`src/rtl/demux_route_ctrl.sv`:
```
// Frame sequencer for the 1:8 demux: header selects a channel, payload words go out LSB-first on one bit line.
// Optional header parity check is enabled by defining DEMUX_ROUTE_PARITY_EN.
module demux_route_ctrl #(
    parameter int DATA_W = 8,
    parameter int CH_W   = 3,
    parameter int LEN_W  = 4
) (
    input  logic              clk,
    input  logic              rst,
    input  logic              s_valid,
    input  logic [DATA_W-1:0] s_data,
    output logic              s_ready,
    output logic [CH_W-1:0]   sel_out,
    output logic              bit_out,
    output logic              bit_valid,
    output logic              busy,
    output logic              frame_done,
    output logic              hdr_err
);
    localparam int CNT_W = (DATA_W > 2) ? $clog2(DATA_W) : 1;

    typedef enum logic [1:0] {IDLE, WAIT_DATA, SHIFT, DONE} state_t;

    state_t            state;
    logic [DATA_W-1:0] shift;
    logic [CNT_W-1:0]  bit_cnt;
    logic [LEN_W:0]    remaining;
    logic              discard;
    logic              xfer;
    logic              hdr_ok;

`ifdef DEMUX_ROUTE_PARITY_EN
    assign hdr_ok = ~(^s_data);
`else
    assign hdr_ok = 1'b1;
`endif

    assign s_ready = (state == IDLE) || (state == WAIT_DATA);
    assign busy    = (state != IDLE);
    assign xfer    = s_valid && s_ready;

    always_ff @(posedge clk or posedge rst) begin
        if (rst) begin
            state      <= IDLE;
            sel_out    <= '0;
            bit_out    <= 1'b0;
            bit_valid  <= 1'b0;
            frame_done <= 1'b0;
            hdr_err    <= 1'b0;
            shift      <= '0;
            bit_cnt    <= '0;
            remaining  <= '0;
            discard    <= 1'b0;
        end else begin
            frame_done <= 1'b0;
            hdr_err    <= 1'b0;
            case (state)
                IDLE: begin
                    if (xfer) begin
                        // One extra bit so a full-scale length field (2^LEN_W words) fits
                        remaining <= {1'b0, s_data[CH_W+LEN_W-1:CH_W]} + (LEN_W+1)'(1);
                        discard   <= ~hdr_ok;
                        state     <= WAIT_DATA;
                        if (hdr_ok) begin
                            sel_out <= s_data[CH_W-1:0];
                        end else begin
                            hdr_err <= 1'b1;
                        end
                    end
                end
                WAIT_DATA: begin
                    if (xfer) begin
                        if (discard) begin
                            remaining <= remaining - (LEN_W+1)'(1);
                            if (remaining == (LEN_W+1)'(1)) begin
                                discard <= 1'b0;
                                state   <= IDLE;
                            end
                        end else begin
                            // Bit 0 goes out on the transfer edge so it is visible the very next cycle
                            bit_out   <= s_data[0];
                            bit_valid <= 1'b1;
                            shift     <= s_data >> 1;
                            bit_cnt   <= CNT_W'(DATA_W - 1);
                            state     <= SHIFT;
                        end
                    end
                end
                SHIFT: begin
                    if (bit_cnt != '0) begin
                        bit_out <= shift[0];
                        shift   <= shift >> 1;
                        bit_cnt <= bit_cnt - CNT_W'(1);
                    end else begin
                        bit_out   <= 1'b0;
                        bit_valid <= 1'b0;
                        remaining <= remaining - (LEN_W+1)'(1);
                        if (remaining == (LEN_W+1)'(1)) begin
                            frame_done <= 1'b1;
                            state      <= DONE;
                        end else begin
                            state <= WAIT_DATA;
                        end
                    end
                end
                DONE: begin
                    state <= IDLE;
                end
                default: state <= IDLE;
            endcase
        end
    end
endmodule
```
`config.mk`:
```
export PLATFORM = sky130hd
export DESIGN_NAME = demux_route_ctrl
export DESIGN_NICKNAME = d
export VERILOG_FILES = /design/src/rtl/demux_route_ctrl.sv
export SDC_FILE = /design/constraint.sdc
export NUM_CORES = 1
export LEC_CHECK = 0
export ABC_AREA = 1
export CORE_UTILIZATION = 35
export DETAILED_ROUTE_END_ITERATION = 12
export PLACE_DENSITY = 0.56
export SLEW_MARGIN = 20
export SYNTH_ARGS = -nofsm -noshare
export SYNTH_HDL_FRONTEND = slang
export SYNTH_SLANG_ARGS = --single-unit
```
`constraint.sdc`:
```
create_clock -name clk -period 3.9 [get_ports clk]
set_input_delay 0.78 -clock clk [delete_from_list [all_inputs] [get_ports clk]]
set_output_delay 0.78 -clock clk [all_outputs]
set_load 0.05 [all_outputs]
```
# Yosys cells after proc, flatten, opt, wreduce, memory -nomap -nowiden
# Cells that the tools add are included.
# word_totals
reg_bits	25
inputBits	11
output_inout_bits	9
wordCells	74
# op_classes
addsub	3
eq_ne	11
mux	36
reduce_logical	15
# op_table
operator	n
$mux 8	3
$mux 5	4
$pmux 8 s2	1
$pmux 5 s3	1
$mux 1	13
$mux 2	6
$ne 2x2->1 const B	6
$reduce_and 4->1	3
$mux 3	3
$pmux 2 s4	1
$pmux 1 s2	3
$pmux 3 s2	1
$reduce_and 3->1	2
$reduce_bool 2->1	3
$reduce_bool 3->1	2
$add 4x1->5 const B	1
$eq 5x1->1 const B	1
$reduce_and 5->1	1
$sub 5x1->5 const B	1
$eq 2x2->1 const B	2
$ne 3x2->1 const B	1
$sub 3x1->3 const B	1
$eq 2x1->1 const B	1
$logic_not 2->1	1
other kinds (3)	3

# Logic depth before layout (Yosys ltp)
# Gate-level depths: netlist of the first run.
# depth
depth_word	5
depth_mapped	11

# Least setup slack after synthesis of the first run
# No wires, ideal clock.
# synth_path
kind	register -> output
startpoint	register state[1]
endpoint	output s_ready
arrival_ps	1055
required_time_ps	3120
path_slack_ps	2065
path_stages_with_launch	5
path_buffers	0
cell_sequence	dfrtp_1 > inv_1 > ha_1 > nor2_1 > inv_1
# synth_via
elab_chain_len	2
# synth_lines
item	line_no	text
from (decl)	24	state_t state;
from (signal assigned)	44	state <= IDLE;
from (signal assigned)	63	state <= WAIT_DATA;
from (signal assigned)	77	state <= IDLE;
$eq 2x1->1 / $logic_not 2->1 (equally long branches)	38	assign s_ready = (state == IDLE) || (state == WAIT_DATA);
$logic_or 1x1->1 *	38	
to (decl)	12	output logic s_ready,
# Mark *: on every way between the ends. The rest lies on a longest branch, timed or not.

# Worst setup path in the final report of the first run
# layout_path
startpoint	register state[0]
endpoint	output busy
# layout_via
elab_chain_len	1
# layout_lines
item	line_no	text
$reduce_bool 2->1	39	assign busy = (state != IDLE);
to (decl)	16	output logic busy,
# No other way between the ends.

==> results.md, run 1 <==
* Status: complete, no violations
* Die ar. at roughly 4300 um2
* Net count after synthesis at between 200 and 250
* Layout area overhead at 20.11%
* Antenna Violating Nets Remaining at 0
* Initial core utilization at a little under two fifths
* Setup crit start kind: register
* Reg2reg start: state[0]$_DFFE_PP0P_
* Asr flop ratio synth at 100.0%
* First-pass GRT wire length at between 4 and 5 mm
* Vias in the first global route at ~1100
* Period Utilization, post-route at a little over two thirds
* Synth cell types at 20
* Io pins at 20
* First-pass detailed-route iteration total at 4
* Maxcap violations at 0
* GRT overflow at 0
* Setup Viol. Count Final at 0
* Hold Path Class: reg -> reg
* All-Layer GR Usage at 14.92%
* Crit path from: state[0]$_DFFE_PP0P_
* CP max-delay cell: clkdlybuf4s50_1
* Worst VDD drop at between 0.4 and 0.5 mV
* Critical Path RT at between 3 and 4 ns
* CP peak stage delay at approximately 0.83 ns
* Synth Area per Inst at 7.239 um2
* RSZ-0062 raised after global routing: false
* Worst Min Path Start: shift[2]$_DFFE_PP0P_
* Synth top area share at between 40% and 50%
* Num CTS Buffers at 3
* Data arrival, critical path at just under 2 ns
* Mapped Cells at 196
* CTS resizes at 0
* CP Cell Sequence: inv_1 > ha_1 > inv_1 > clkdlybuf4s50_1
* DRC Markers at 0
* CTS Buffer Depth at 2
* Site row count at 22
* Area contributors post-synth: dfrtp_1 (42%), nand2_1 (22%), ha_1 (7.9%), inv_1 (6.9%), o21ai_0 (5.3%)
* Root buffer cell: clkbuf_8
* Routed length per instance at 10.97 um
* Total Wirelength at 2.874 mm
* Diode count at 0
* Worst relative slew slack at 40.57%
* Die W at ~66 um
* Cts hold-fix bufs at 0
* Most frequent cell after synthesis: nand2_1
* Sequential share of power at between 20% and 30%
* Synth area leader: dfrtp_1
* Yosys warnings at 0
* Routability congestion estimate at between 0.7 and 0.8
* Worst-Skew Late Latency at roughly 0.27 ns
* PwrDens at roughly 870 nW/um2
* PortBufs at 18
* Achievable clock frequency at roughly 360 MHz
* Clock power frac at about 15%
* Internal at between 700 and 800 uW
* Total number of vias at roughly 1200
* Sw frac at roughly 47%
* Max Clock Skew at between 0.003 and 0.004 ns
* # nets final at 235
* Post-synthesis sequential area ratio at between 40% and 50%
* Post-DP HPWL at between 2 and 2.5 mm
* Core Area at about 3800 um2
* Die H at around 66 um
* CP max FO at 7
* Fin cells at 262
* Initial antenna violation count at 0
* Worst Tran Pin Value at approximately 0.89 ns
* CTS clock-pin slew for the worst setup and hold paths at ~0.1 ns
* CTS tree: yes
* Power share of the combinational group at a little under three fifths
* LEAKAGE at 0.0009009 uW
* Count of final hold-check violations at 0
* CTS sink cnt at 24
* Inst Count DP at ~260
* Synthesized cell area at roughly 1400 um2
* Net Sw Power at roughly 700 uW
* Ys flop type: dfrtp_1
* Most frequent cells after synthesis: nand2_1 (83), inv_1 (26), dfrtp_1 (24), o21ai_0 (15), nand3_1 (11)
* Worst Setup End Kind: primary output
* Most common cell on crit path: inv_1
* Largest net degree at the start of global routing at 25
* Htree depth at 1
* Number of buffers added for setup after CTS at 0
* CP Class: reg -> out
* Average via count per standard cell at ~4.6
* TNS Setup at 0 ns
* Final Max Tran Viols at 0
* Fraction of layout cells with a size suffix above 1 at 4.673%
* Tmin final at 2.749 ns
* EDFF count, synth at 0
* Synth Register Bits at 24
* DR iter-0 viols at between 40 and 50
power groups by stage:
stage | sequential [uW] | clock, uW | combinational (uW)
floorplan | 509 | 0 | 557
detailed placement | 435 | 0 | 832
CTS | 431 | 232 | 833
global route | 442 | 237 | 938
finish | 431 | 227 | 822
global placement | 434 | 0 | 832
worst paths after layout:
| kind | to | slack (ns) | depth (start not counted) |
|---|---|---|---|
| setup / recovery | busy | 1.15 | 4 |
| hold / removal | shift[2]$_DFFE_PP0P_ | 0.49 | 2 |
| setup reg to reg | bit_cnt[1]$_DFFE_PP0P_ | 2.05 | 7 |
| hold reg to reg | shift[2]$_DFFE_PP0P_ | 0.49 | 2 |
| max in group asynchronous | remaining[1]$_DFFE_PP0P_ | 2.60 | 2 |
| min in group asynchronous | remaining[2]$_DFFE_PP0P_ | 0.88 | 2 |
area by class of cell:
| class | instances | area [um2] |
|---|---|---|
| Clock buffer | 3 | 41.29 |
| Clock inverter | 1 | 30.03 |
| Fill cell | 392 | 2067 |
| Inverter | 27 | 101.3 |
| Multi-Input combinational cell | 141 | 690.7 |
| Sequential cell | 24 | 600.6 |
| Tap cell | 48 | 60.06 |
| Timing Repair Buffer | 18 | 180.2 |
per-stage QoR:
step | cell area [um2] | power (uW) | hold WS [ns] | worst slack [ns] | util (%)
floorplan | 1419 | 1066 | 0.4487 | 2.065 | -
global route | 1704 | 1617 | 0.5223 | 1.056 | 45.19
detailed placement | 1633 | 1267 | 0.4654 | 1.461 | 43.30
CTS | 1704 | 1496 | 0.4905 | 1.141 | 45.19
global placement | 1633 | 1266 | 0.4661 | 1.475 | 43.30
finish | 1704 | 1479 | 0.4873 | 1.151 | 45.19
cells in the final DEF (no fill, tap or decap), types with 2 or more instances in the layout:
cell type	count
inv_1	25
nand2_1	83
o21ai_0	15
dfrtp_1	24
nand4_1	4
clkdlybuf4s50_1	18
clkbuf_8	3
nand2_2	2
nor2_1	8
nand3_1	11
o21ai_1	3
ha_1	9
worst max-delay path: cells and delay by family, from the launching register on:
| family | cells | cell delay (ns) |
|---|---|---|
| buffers and inverters | 3 | 1.08 |
| adders and majority gates | 1 | 0.22 |
| DFF | 1 | 0.40 |
metal layers:
metal	global-route usage, %	part of all wire, %
met2	25.26	44
met1	19.54	51
met4	2.446	0.70
met5	0	0
met3	3.299	4.6
state kept, by name (all words and copies together) (netlist names):
register / count
bit_cnt: 3
sel_out: 3
state: 2
shift: 7
discard: 1
bit_valid: 1
frame_done: 1
bit_out: 1
remaining: 5
logic make-up after synthesis:
| logic type | Yosys count | share of synthesized area (%) |
|---|---|---|
| compound gates | 19 | 6.701 |
| flops | 24 | 42.33 |
| other cells | 1 | 0.2643 |
| fa+ha+maj | 9 | 7.937 |
| buf+inv | 31 | 8.995 |
| simple gates | 111 | 33.16 |
| xor+xnor | 1 | 0.6174 |
Power figures use the tool's default switching activity.
==> run 2: changes to the inputs <==
clock period = 2.65 ns   (was 3.9 ns; I/O delays follow)
==> results.md, run 2 (synthesis results as in run 1) <==
* Status: complete, no violations
* CP max-delay cell: clkdlybuf4s50_1
* Initial antenna violation count at 0 (unchanged)
* Cts hold-fix bufs at 0 (unchanged)
* Fraction of layout cells with a size suffix above 1 at 5.556% (+0.88 points)
* Max reg flops at 7 (unchanged)
* Most common cell on crit path: inv_1
* Routed length per instance at 10.73 um (-2.2%)
* Final Max Tran Viols at 0 (unchanged)
* WP buf/inv at 3 (unchanged)
* CTS tree: yes
* Final Power at 2179 uW (+47%)
* Routability congestion estimate at 0.7787 (-1.4%)
* Max Clock Skew at 0.004723 ns (+0.001501 ns)
* Total number of vias at 1216 (+1.0%)
* Worst VDD drop at 0.4463 mV (+1.4%)
* Period Utilization, post-route at roughly 95%
* CTS resizes at 0 (unchanged)
* LEAKAGE at 0.0009148 uW (+1.5%)
* Total Wirelength at 2.832 mm (-1.5%)
* Internal at 1154 uW (+48%)
* RSZ-0062 raised after global routing: false
* Diode count at 0 (unchanged)
* CP peak stage delay at 0.83 ns (about the same)
* Die H at 65.67 um (unchanged)
* Tmin final at around 2.5 ns
* First-pass GRT wire length at 4.802 mm (-2.9%)
* Power share of the combinational group at 55.9% (+0.4 points)
* # nets final at 237 (+0.85%)
* Fin cells at 264 (+0.76%)
* Most frequent cells in the layout: nand2_1 (83), inv_1 (26), dfrtp_1 (24)
* CP max FO at 7 (unchanged)
* PwrDens at 1268 nW/um2 (+46%)
* CP Cell Sequence: inv_1 > ha_1 > inv_1 > clkdlybuf4s50_1
* Net Sw Power at 1025 uW (+47%)
* Commonest non-fill, non-tap cell in the layout: nand2_1
* First-pass detailed-route iteration total at 4 (unchanged)
* DR iter-0 viols at 83 (+93%)
* PortBufs at 18 (unchanged)
* Setup Viol. Count Final at 0 (unchanged)
* Worst Setup End Kind: primary output
* Setup crit start kind: register
* Data arrival, critical path at 1.98 ns (about the same)
* Vias in the first global route at 1051 (-7.4%)
* Num CTS Buffers at 3 (unchanged)
* Critical Path RT at 2.12 ns (-1.00 ns)
* Sequential share of power at 29.0% (about the same)
* Number of buffers added for setup after CTS at 0 (unchanged)
* Die ar. at 4313 um2 (unchanged)
* Io pins at 20 (unchanged)
* Post-DP HPWL at 2.102 mm (-1.7%)
* CTS sink cnt at 24 (unchanged)
* Initial core utilization at 37.62% (unchanged)
* Inst Count DP at 260 (+0.78%)
* Hold Path Class: reg -> reg
* Largest net degree at the start of global routing at 25 (unchanged)
* CP Class: reg -> out
* Largest regs: shift: 7 flops, remaining: 5 flops
* Die W at 65.67 um (unchanged)
* CTS Buffer Depth at 2 (unchanged)
* Achievable clock frequency at about 400 MHz
* Delay-heaviest family, CP: buffers and inverters
* Core Area at 3771 um2 (unchanged)
* Htree depth at 1 (unchanged)
* Layout area overhead at 21.16%
* Average via count per standard cell at 4.606 (+0.23%)
* Top reg by flops: shift
* DRC Markers at 0 (unchanged)
* Site row count at 22 (unchanged)
* Count of final hold-check violations at 0 (unchanged)
* TNS Setup at 0 ns (unchanged)
* CTS clock-pin slew for the worst setup and hold paths at 0.09 ns (about the same)
* Sw frac at 47.04% (-0.22 points)
* All-Layer GR Usage at 14.72% (-0.20 points)
* GRT overflow at 0 (unchanged)
* Maxcap violations at 0 (unchanged)
* Antenna Violating Nets Remaining at 0 (unchanged)
* Root buffer cell: clkbuf_8
* Worst-Skew Late Latency at 0.27 ns (about the same)
* Clock power frac at 15.0% (-0.3 points)
==> run 2: final cells by class <==
| class | count | area, um2 |
|---|---|---|
| Fill cell | 388 | 2052 |
| Timing Repair Buffer | 20 | 195.2 |
| Clock inverter | 1 | 30.03 |
| Tap cell | 48 | 60.06 |
| Inverter | 27 | 101.3 |
| Sequential cell | 24 | 600.6 |
| Clock buffer | 3 | 41.29 |
| Multi-Input combinational cell | 141 | 690.7 |
==> run 2: stage by stage <==
stage / util [%] / worst slack, ns / instance area, um2 / hold slack, ns
finish: 45.59 / 0.1422 / 1719 / 0.4863
global route: 45.59 / 0.05459 / 1719 / 0.5078
CTS: 45.59 / 0.1320 / 1719 / 0.4910
detailed placement: 43.70 / 0.4451 / 1648 / 0.4653
global placement: 43.70 / 0.4755 / 1648 / 0.4669
floorplan: - / 0.9833 / 1419 / 0.4487
==> run 2: metal layers <==
metal | track usage, % | wire length [um] | vias up
li1 | - | - | 644
met1 | 20.02 | 1415 | 534
met2 | 23.34 | 1238 | 36
met3 | 3.125 | 150 | 2
met4 | 4.076 | 27 | 0
met5 | 0 | 0 | -
==> run 2: worst reg2reg max path, delay by kind of cell (launching register included) <==
kind,cells,cell delay (ns)
adders and majority gates,1,0.33
AOI/OAI and AO/OA,1,0.07
and+or+nand+nor,3,0.43
buffers and inverters,2,0.32
DFF,1,0.42
==> run 2: final timing paths <==
kind | startpoint | to | slack (ns) | depth (start not counted)
worst max-delay path | state[0]$_DFFE_PP0P_ | busy | 0.14 | 4
worst min-delay path | shift[1]$_DFFE_PP0P_ | shift[1]$_DFFE_PP0P_ | 0.49 | 2
worst max register to register | state[0]$_DFFE_PP0P_ | bit_cnt[1]$_DFFE_PP0P_ | 1.01 | 7
worst min register to register | shift[1]$_DFFE_PP0P_ | shift[1]$_DFFE_PP0P_ | 0.49 | 2
max in group asynchronous | rst | shift[2]$_DFFE_PP0P_ | 1.80 | 3
min in group asynchronous | rst | remaining[0]$_DFFE_PP0P_ | 0.60 | 3
==> run 2: power by group through the flow <==
stage                     registers (uW)  clock network (uW)  logic, uW
after floorplan                      749                   0        820
after global placement               638                   0       1230
after detailed placement             640                   0       1230
after CTS                            632                 337       1230
after global routing                 650                 351       1380
final                                633                 327       1220
